### src/rtl/soc_fpga_temp_monitor_pkg.sv
// soc_fpga_temp_monitor_pkg: state encoding and widths shared by the temperature monitor
package soc_fpga_temp_monitor_pkg;
  localparam int TEMP_W = 8;
  localparam int CNT_W = 16;
  typedef enum logic [1:0] {
    ST_INIT   = 2'd0,
    ST_NORMAL = 2'd1,
    ST_ALARM  = 2'd2,
    ST_FAULT  = 2'd3
  } state_t;
endpackage

### src/rtl/soc_fpga_temp_monitor_sync.sv
// soc_fpga_temp_monitor_sync: two-flop synchronizer with async reset
module soc_fpga_temp_monitor_sync (
  input  logic clk,
  input  logic rst,
  input  logic i_d,
  output logic o_q
);
  logic [1:0] r_ff;
  always_ff @(posedge clk or posedge rst)
    if (rst) r_ff <= '0;
    else r_ff <= {r_ff[0], i_d};
  assign o_q = r_ff[1];
endmodule

### src/rtl/soc_fpga_temp_monitor.sv
// soc_fpga_temp_monitor: sensor sampler with alarm hysteresis, error/timeout fault;
// defining SOC_FPGA_TEMP_MONITOR_AVG_EN adds a 4-sample moving average on TEMP_OUT.
module soc_fpga_temp_monitor
  import soc_fpga_temp_monitor_pkg::*;
#(
  parameter int ALARM_SET      = 100,
  parameter int ALARM_CLEAR    = 90,
  parameter int TIMEOUT_CYCLES = 1000
) (
  input  logic              CLK,
  input  logic              RESET,
  input  logic [TEMP_W-1:0] TEMPERATURE,
  input  logic              VALID,
  input  logic              ERROR,
  output logic [TEMP_W-1:0] TEMP_OUT,
  output logic              TEMP_VALID,
  output logic              ALARM,
  output logic              FAULT,
  output logic [1:0]        STATE
);
  if (ALARM_CLEAR >= ALARM_SET) begin : g_bad_thresholds
    $error("ALARM_CLEAR must be below ALARM_SET");
  end
  localparam logic [TEMP_W-1:0] L_SET   = TEMP_W'(ALARM_SET);
  localparam logic [TEMP_W-1:0] L_CLR   = TEMP_W'(ALARM_CLEAR);
  localparam logic [CNT_W-1:0]  L_TO_M1 = CNT_W'(TIMEOUT_CYCLES - 1);
  logic              w_valid_s, w_err_s, w_acc, w_first;
  logic              r_prev, r_armed, r_tv;
  logic [1:0]        r_live;
  logic [CNT_W-1:0]  r_cnt;
  logic [TEMP_W-1:0] r_temp, w_temp_nxt;
  state_t            r_state, w_state_nxt;
  soc_fpga_temp_monitor_sync u_sync_valid (.clk(CLK), .rst(RESET), .i_d(VALID), .o_q(w_valid_s));
  soc_fpga_temp_monitor_sync u_sync_err   (.clk(CLK), .rst(RESET), .i_d(ERROR), .o_q(w_err_s));
  // r_armed blocks a VALID that was already high when reset released
  assign w_acc   = w_valid_s & ~r_prev & r_armed & ~w_err_s;
  assign w_first = r_state == ST_INIT || r_state == ST_FAULT;
`ifdef SOC_FPGA_TEMP_MONITOR_AVG_EN
  // three stored samples plus the incoming one form the 4-entry window
  logic [TEMP_W-1:0] r_win [3];
  logic [9:0]        w_sum;
  assign w_sum = w_first ? {TEMPERATURE, 2'b00}
                         : 10'(r_win[0]) + 10'(r_win[1]) + 10'(r_win[2]) + 10'(TEMPERATURE);
  assign w_temp_nxt = w_sum[9:2];
  always_ff @(posedge CLK or posedge RESET)
    if (RESET) r_win <= '{default: '0};
    else if (w_acc) r_win <= w_first ? '{TEMPERATURE, TEMPERATURE, TEMPERATURE}
                                     : '{TEMPERATURE, r_win[0], r_win[1]};
`else
  assign w_temp_nxt = TEMPERATURE;
`endif
  always_comb begin
    w_state_nxt = r_state;
    if (w_err_s) w_state_nxt = ST_FAULT;
    else if (w_acc)
      w_state_nxt = (w_first || r_state == ST_NORMAL) ? (w_temp_nxt >= L_SET ? ST_ALARM : ST_NORMAL)
                                                      : (w_temp_nxt <= L_CLR ? ST_NORMAL : ST_ALARM);
    else if (!w_first && r_cnt >= L_TO_M1) w_state_nxt = ST_FAULT;
  end
  always_ff @(posedge CLK or posedge RESET)
    if (RESET) begin
      r_state <= ST_INIT;
      r_temp  <= '0;
      r_tv    <= 1'b0;
      r_cnt   <= '0;
      r_prev  <= 1'b0;
      r_armed <= 1'b0;
      r_live  <= '0;
    end else begin
      r_state <= w_state_nxt;
      r_tv    <= w_acc;
      if (w_acc) r_temp <= w_temp_nxt;
      r_cnt   <= (w_acc || w_first) ? '0 : (&r_cnt ? r_cnt : r_cnt + 1'b1);
      r_prev  <= w_valid_s;
      r_live  <= {r_live[0], 1'b1};
      r_armed <= r_armed | (r_live[1] & ~w_valid_s);
    end
  assign TEMP_OUT   = r_temp;
  assign TEMP_VALID = r_tv;
  assign ALARM      = r_state == ST_ALARM;
  assign FAULT      = r_state == ST_FAULT;
  assign STATE      = r_state;
endmodule

### config.mk
export PLATFORM = sky130hd
export DESIGN_NAME = soc_fpga_temp_monitor
export DESIGN_NICKNAME = d
export VERILOG_FILES = /design/src/rtl/soc_fpga_temp_monitor_pkg.sv /design/src/rtl/soc_fpga_temp_monitor_sync.sv /design/src/rtl/soc_fpga_temp_monitor.sv
export SDC_FILE = /design/constraint.sdc
export NUM_CORES = 1
export LEC_CHECK = 0
export BUFFER_PORTS_ARGS = -buffer_cell sky130_fd_sc_hd__buf_2
export CAP_MARGIN = 20
export CORE_ASPECT_RATIO = 1.75
export CORE_MARGIN = 3
export CORE_UTILIZATION = 55
export DETAILED_ROUTE_END_ITERATION = 8
export GPL_TIMING_DRIVEN = 0
export PLACE_DENSITY_LB_ADDON = 0.3
export SYNTH_ARGS = -nofsm -noshare
export SYNTH_HDL_FRONTEND = slang
export SYNTH_SLANG_ARGS = --single-unit
### constraint.sdc
create_clock -name CLK -period 2.85 [get_ports CLK]
set_clock_uncertainty 0.05 [all_clocks]
set_input_delay 0.4275 -clock CLK [delete_from_list [all_inputs] [get_ports CLK]]
set_output_delay 0.4275 -clock CLK [all_outputs]
set_load 0.03 [all_outputs]
Word-level counts from Yosys, hierarchy flattened --
Cells that the tools add are included.
Cells by class: add/subtract/negate cells 1, magnitude comparators 3, eq/ne operators 4, mux-type cells 8, bitwise operators 8, reductions and logical operators 8
Operators by type and width (count):
- 16-bit two-way mux | 2
- 16-bit by 1-bit adder with 16-bit output (second input constant) | 1
- 16-bit by 10-bit >= comparator with 1-bit output (second input constant) | 1
- 16-bit AND reduction | 1
- 2-bit two-way mux | 6
- 8-bit by 7-bit >= comparator with 1-bit output (second input constant) | 1
- 8-bit by 7-bit <= comparator with 1-bit output (second input constant) | 1
- 1-bit bitwise AND | 4
- 2-bit == test (second input constant) | 2
- 1-bit logical OR | 3
- 1-bit inverter | 3
- 3-bit nonzero test | 1
- 2-bit by 1-bit == test with 1-bit output (second input constant) | 1
- 2-bit zero test | 1
- 2-bit != test (second input constant) | 1
- 1-bit logical AND | 1
- 1-bit zero test | 1
- 1-bit OR | 1
Word-level totals: register bits after elaboration 35, bits of input ports 12, output and inout port bits 13, word-level logic and storage cells 41

Logic depth before layout (Yosys ltp) --
word-level depth 7, depth in mapped cells 6, mapped depth without buffers 6

Modules after synthesis --
Synthesis repeated with hierarchy kept, for this count alone.
Second synthesis, totals: cells, all modules 148, area, all modules 1655.3 um^2
By module, submodules not included:
- soc_fpga_temp_monitor | times used 1, cells an instance 142, area an instance 1547.7 um^2, seq. area each 775.7 um^2
- soc_fpga_temp_monitor_sync | times used 2, cells an instance 3, area an instance 53.8 um^2, seq. area each 50.0 um^2

Worst setup path after synthesis --
OpenSTA, ideal clock, no wires.
kind register to register, start register r_state[0] (netlist: STATE[0]), end register r_state[0] (netlist: STATE[0]), setup time 0.122 ns, data arrival time 1.597 ns, setup slack 1.082 ns, cell stages (with the launch flop) 6, path buffers 0, period minus slack after synthesis 1.768 ns, cell sequence dfrtp_1 inv_1 ha_1 a21oi_1 or4_1 o22a_1
Between the ends: word-level cells in the longest chain between the ends 6
RTL lines:
- start: declaration | line soc_fpga_temp_monitor.sv:32 | state_t r_state, w_state_nxt;
- start signal: assignment | line soc_fpga_temp_monitor.sv:70 | r_state <= w_state_nxt;
- 2-bit == test / 2-bit zero test (equally long branches) | line soc_fpga_temp_monitor.sv:37 | assign w_first = r_state == ST_INIT || r_state == ST_FAULT;
- 1-bit logical OR | line soc_fpga_temp_monitor.sv:37
- 1-bit logical OR | line soc_fpga_temp_monitor.sv:56 | w_state_nxt = (w_first || r_state == ST_NORMAL) ? (w_temp_nxt >= L_SET ? ST_ALARM : ST_NORMAL)
- 2-bit two-way mux | line soc_fpga_temp_monitor.sv:56
- 2-bit two-way mux | line soc_fpga_temp_monitor.sv:55 | else if (w_acc)
- 2-bit two-way mux | line soc_fpga_temp_monitor.sv:54 | if (w_err_s) w_state_nxt = ST_FAULT;
Parallel ways exist; a longest one is shown, timed or not. A chain may end at the register's enable or synchronous reset.

Worst setup path in the final report --
start register r_cnt[0], end register r_cnt[1]
Between the ends: word-level cells in the longest chain between the ends 3
RTL lines:
- start: declaration | line soc_fpga_temp_monitor.sv:30 | logic [CNT_W-1:0] r_cnt;
- start signal: assignment | line soc_fpga_temp_monitor.sv:73 | r_cnt <= (w_acc || w_first) ? '0 : (&r_cnt ? r_cnt : r_cnt + 1'b1);
- 16-bit by 1-bit adder with 16-bit output | line soc_fpga_temp_monitor.sv:73
- 16-bit two-way mux (2 in series) | line soc_fpga_temp_monitor.sv:73
Parallel ways exist; a longest one is shown, timed or not. The select of a mux whose other input is x is not followed.

==> results.ini <==
[run_status]
status=completed

[grt]
grt.overflow.total=0
grt_start_max_net_pins=21
antenna_found_initial=0
track_usage=0.218
grt_pass1_vias=1335
grt_pass1_wl_um=5790

[setup_path]
reg2reg_from=r_cnt[0]
crit_start=r_cnt[0]
crit_required_ps=2970
critPathArrivalTime_ps=2060
r2r-end=r_cnt[1]
critical_path_class=flop to flop
startpoint_type=flop
rrSetupSlack_ps=910
worstSetupEndpoint=r_cnt[1]
path_max_fanout=7
r2r_cells=5
worstSetupEndpointType=flop

[synthesis]
synthesis.nets=160
ys_seq_elements=35
syn_inst=145
synth_top_area_frac=0.533
yosys_warnings=0
yosysTopAreaCell=dfrtp_1
seq_area_frac_synth=0.533
yosys-top-cells-area=dfrtp_1 53%, mux2_2 5.5%, a21oi_1 4.0%, nor2_1 2.5%, ha_1 2.3%
syn_area_um2=1640
synth.avg_cell_area_um2=11.3
yosysUniqueCellTypes=40

[timing]
setup_slack_ps=913
period_needed_ps=1940
setup_viol=0
rsz0062_at_grt=false
finalHoldViolCount=0
max_freq_ghz=0.516
drv_slew=0
setup_tns_ps=0
hold-worst-slack_ps=179
tightest_slew_ps=681
max_slew_margin=0.545
fin_crit_sh=0.680

[cells_and_area]
drive_gt1_frac=0.315
layout.nets=192
area_delta_synth_final_pct=17.9
antenna_cells=0
fill_cells=192
final_util=0.696

[detailed_routing]
viasPerCell=6.16
drc_errors=0
totalWireLength_um=3300
first_iter_violations=49
dr.pass1.iters=4
ant_nets=0
wl_per_cell_um=16.1
num_vias=1263

[power_and_ir_drop]
peakVddDrop_v=0.000502
p_per_area_nw_per_um2=595
leakage_nw=0.836
power.total_mw=1.15

[floorplan]
row_count=25
pin_count=25
die_w_um=47.3
dieArea_um2=3710
initial_core_util=0.591
core_area_um2=2780
die-height_um=78.3

[clock_network]
clkLatencyLatePin_ps=290
cts_setup_buffers=0
clkSinkCount=35
htree_levels=2
clockBufferDepth=2
path_clk_slew_ps=70
cts-resized-gates=0
clock-root-buffer=clkbuf_8
cts_tree=done
hold_buffers=0
cts_buffers=5

[placement]
hpwlAfterDp_um=2580
gp_congestion=0.891
port_buffers=24
pre_cts_ws_ps=944

[job]
max_cap_violations=0

[hold_path]
worstHoldPathType=primary input to async pin

-- worst min path at each step --
stage | to | slack (ps) | depth (start not counted)
after floorplan | r_live[1] | 280 | 0
after global placement | r_live[1] | 280 | 0
after detailed placement | u_sync_err.r_ff[1] | 290 | 0
after CTS | u_sync_err.r_ff[0] | 190 | 1
after global routing | u_sync_valid.r_ff[0] | 180 | 1
final | r_cnt[3] | 180 | 2
-- power breakdown --
group / internal (mW) / switching [mW] / total (mW)
clock: 0.260 / 0.180 / 0.440
sequential: 0.529 / 0.0171 / 0.546
combinational: 0.0585 / 0.109 / 0.167
-- cells in the mapped netlist, drive strengths merged --
master,count
clkbuf,1
or2,1
conb,1
o22a,1
nor2,11
o21ai,3
nor4,4
mux2,8
nor3,8
nand2,5
nand3,6
a2bb2oi,1
a211oi,3
or4,4
and4,3
mux2i,1
buf,3
o41ai,1
ha,3
o211ai,1
xor2,2
o311a,1
nor4b,1
o31ai,5
nand4,4
a21o,1
and3,3
or3,3
a21oi,13
dfrtp,35
inv,7
a31oi,1
-- area by class of cell --
type / instances / area [um^2] / area share
timing repair buffer: 25 / 148 / 0.0762
tap: 27 / 33.8 / 0.0174
inverter: 7 / 26.3 / 0.0136
buffer: 4 / 18.8 / 0.00968
multi-input combinational: 99 / 723 / 0.373
clock inverter: 3 / 43.8 / 0.0226
clock buffer: 5 / 68.8 / 0.0355
sequential: 35 / 876 / 0.452
-- worst max-delay path: stages (launching register included) --
cell and delay (ps):
dfrtp_1 420, ha_1 310, nand4_2 270, nor4_2 480
mux2i_1 240, nor2_1 50
-- cells in the final DEF, fill, tap and decap left out, types with 2 or more instances in the layout --
master | netlist | routed
a211oi_1 | 3 | 3
a21oi_1 | 13 | 13
and3_1 | 2 | 2
and4_1 | 3 | 3
buf_2 | 3 | 27
clkbuf_8 | 0 | 5
dfrtp_1 | 35 | 35
ha_1 | 3 | 3
inv_1 | 6 | 6
mux2_2 | 8 | 8
nand2_1 | 5 | 5
nand3_1 | 4 | 4
nand4_2 | 3 | 3
nor2_1 | 11 | 11
nor3_1 | 7 | 7
nor4_1 | 3 | 3
o21ai_0 | 2 | 2
o31ai_1 | 5 | 5
or3_1 | 3 | 3
or4_1 | 4 | 4
xor2_1 | 2 | 2
-- per-stage QoR --
step                      area [um^2]  instances
final                            1940        205
after global routing             1940        205
after CTS                        1940        205
after detailed placement         1830        197
after global placement           1800        196
after floorplan                  1640        145
-- cells by family (layout without fill, tap and decap cells) --
family,after synthesis,in the layout,synth area share
AND/OR/NAND/NOR,53,53,0.212
adder cells (fa/ha/maj),3,3,0.0228
AO/OA/AOI/OAI,31,31,0.132
XOR/XNOR,2,2,0.0107
multiplexers,9,9,0.0609
other,1,1,0.00228
flip-flops,35,35,0.533
buffers and inverters,11,44,0.0274
-- metal layers --
metal | share of wire | global-route usage
met5 | 0 | 0
met4 | 0.034 | 0.122
met3 | 0.042 | 0.0550
met2 | 0.57 | 0.376
met1 | 0.35 | 0.219
-- registers in the layout, summed over array words and instances (netlist names) --
register	flops
TEMP_VALID	1
u_sync_err.r_ff	2
r_armed	1
r_live	2
u_sync_valid.r_ff	2
r_prev	1
STATE	2
r_cnt	16
TEMP_OUT	8
Power figures use the tool's default switching activity.
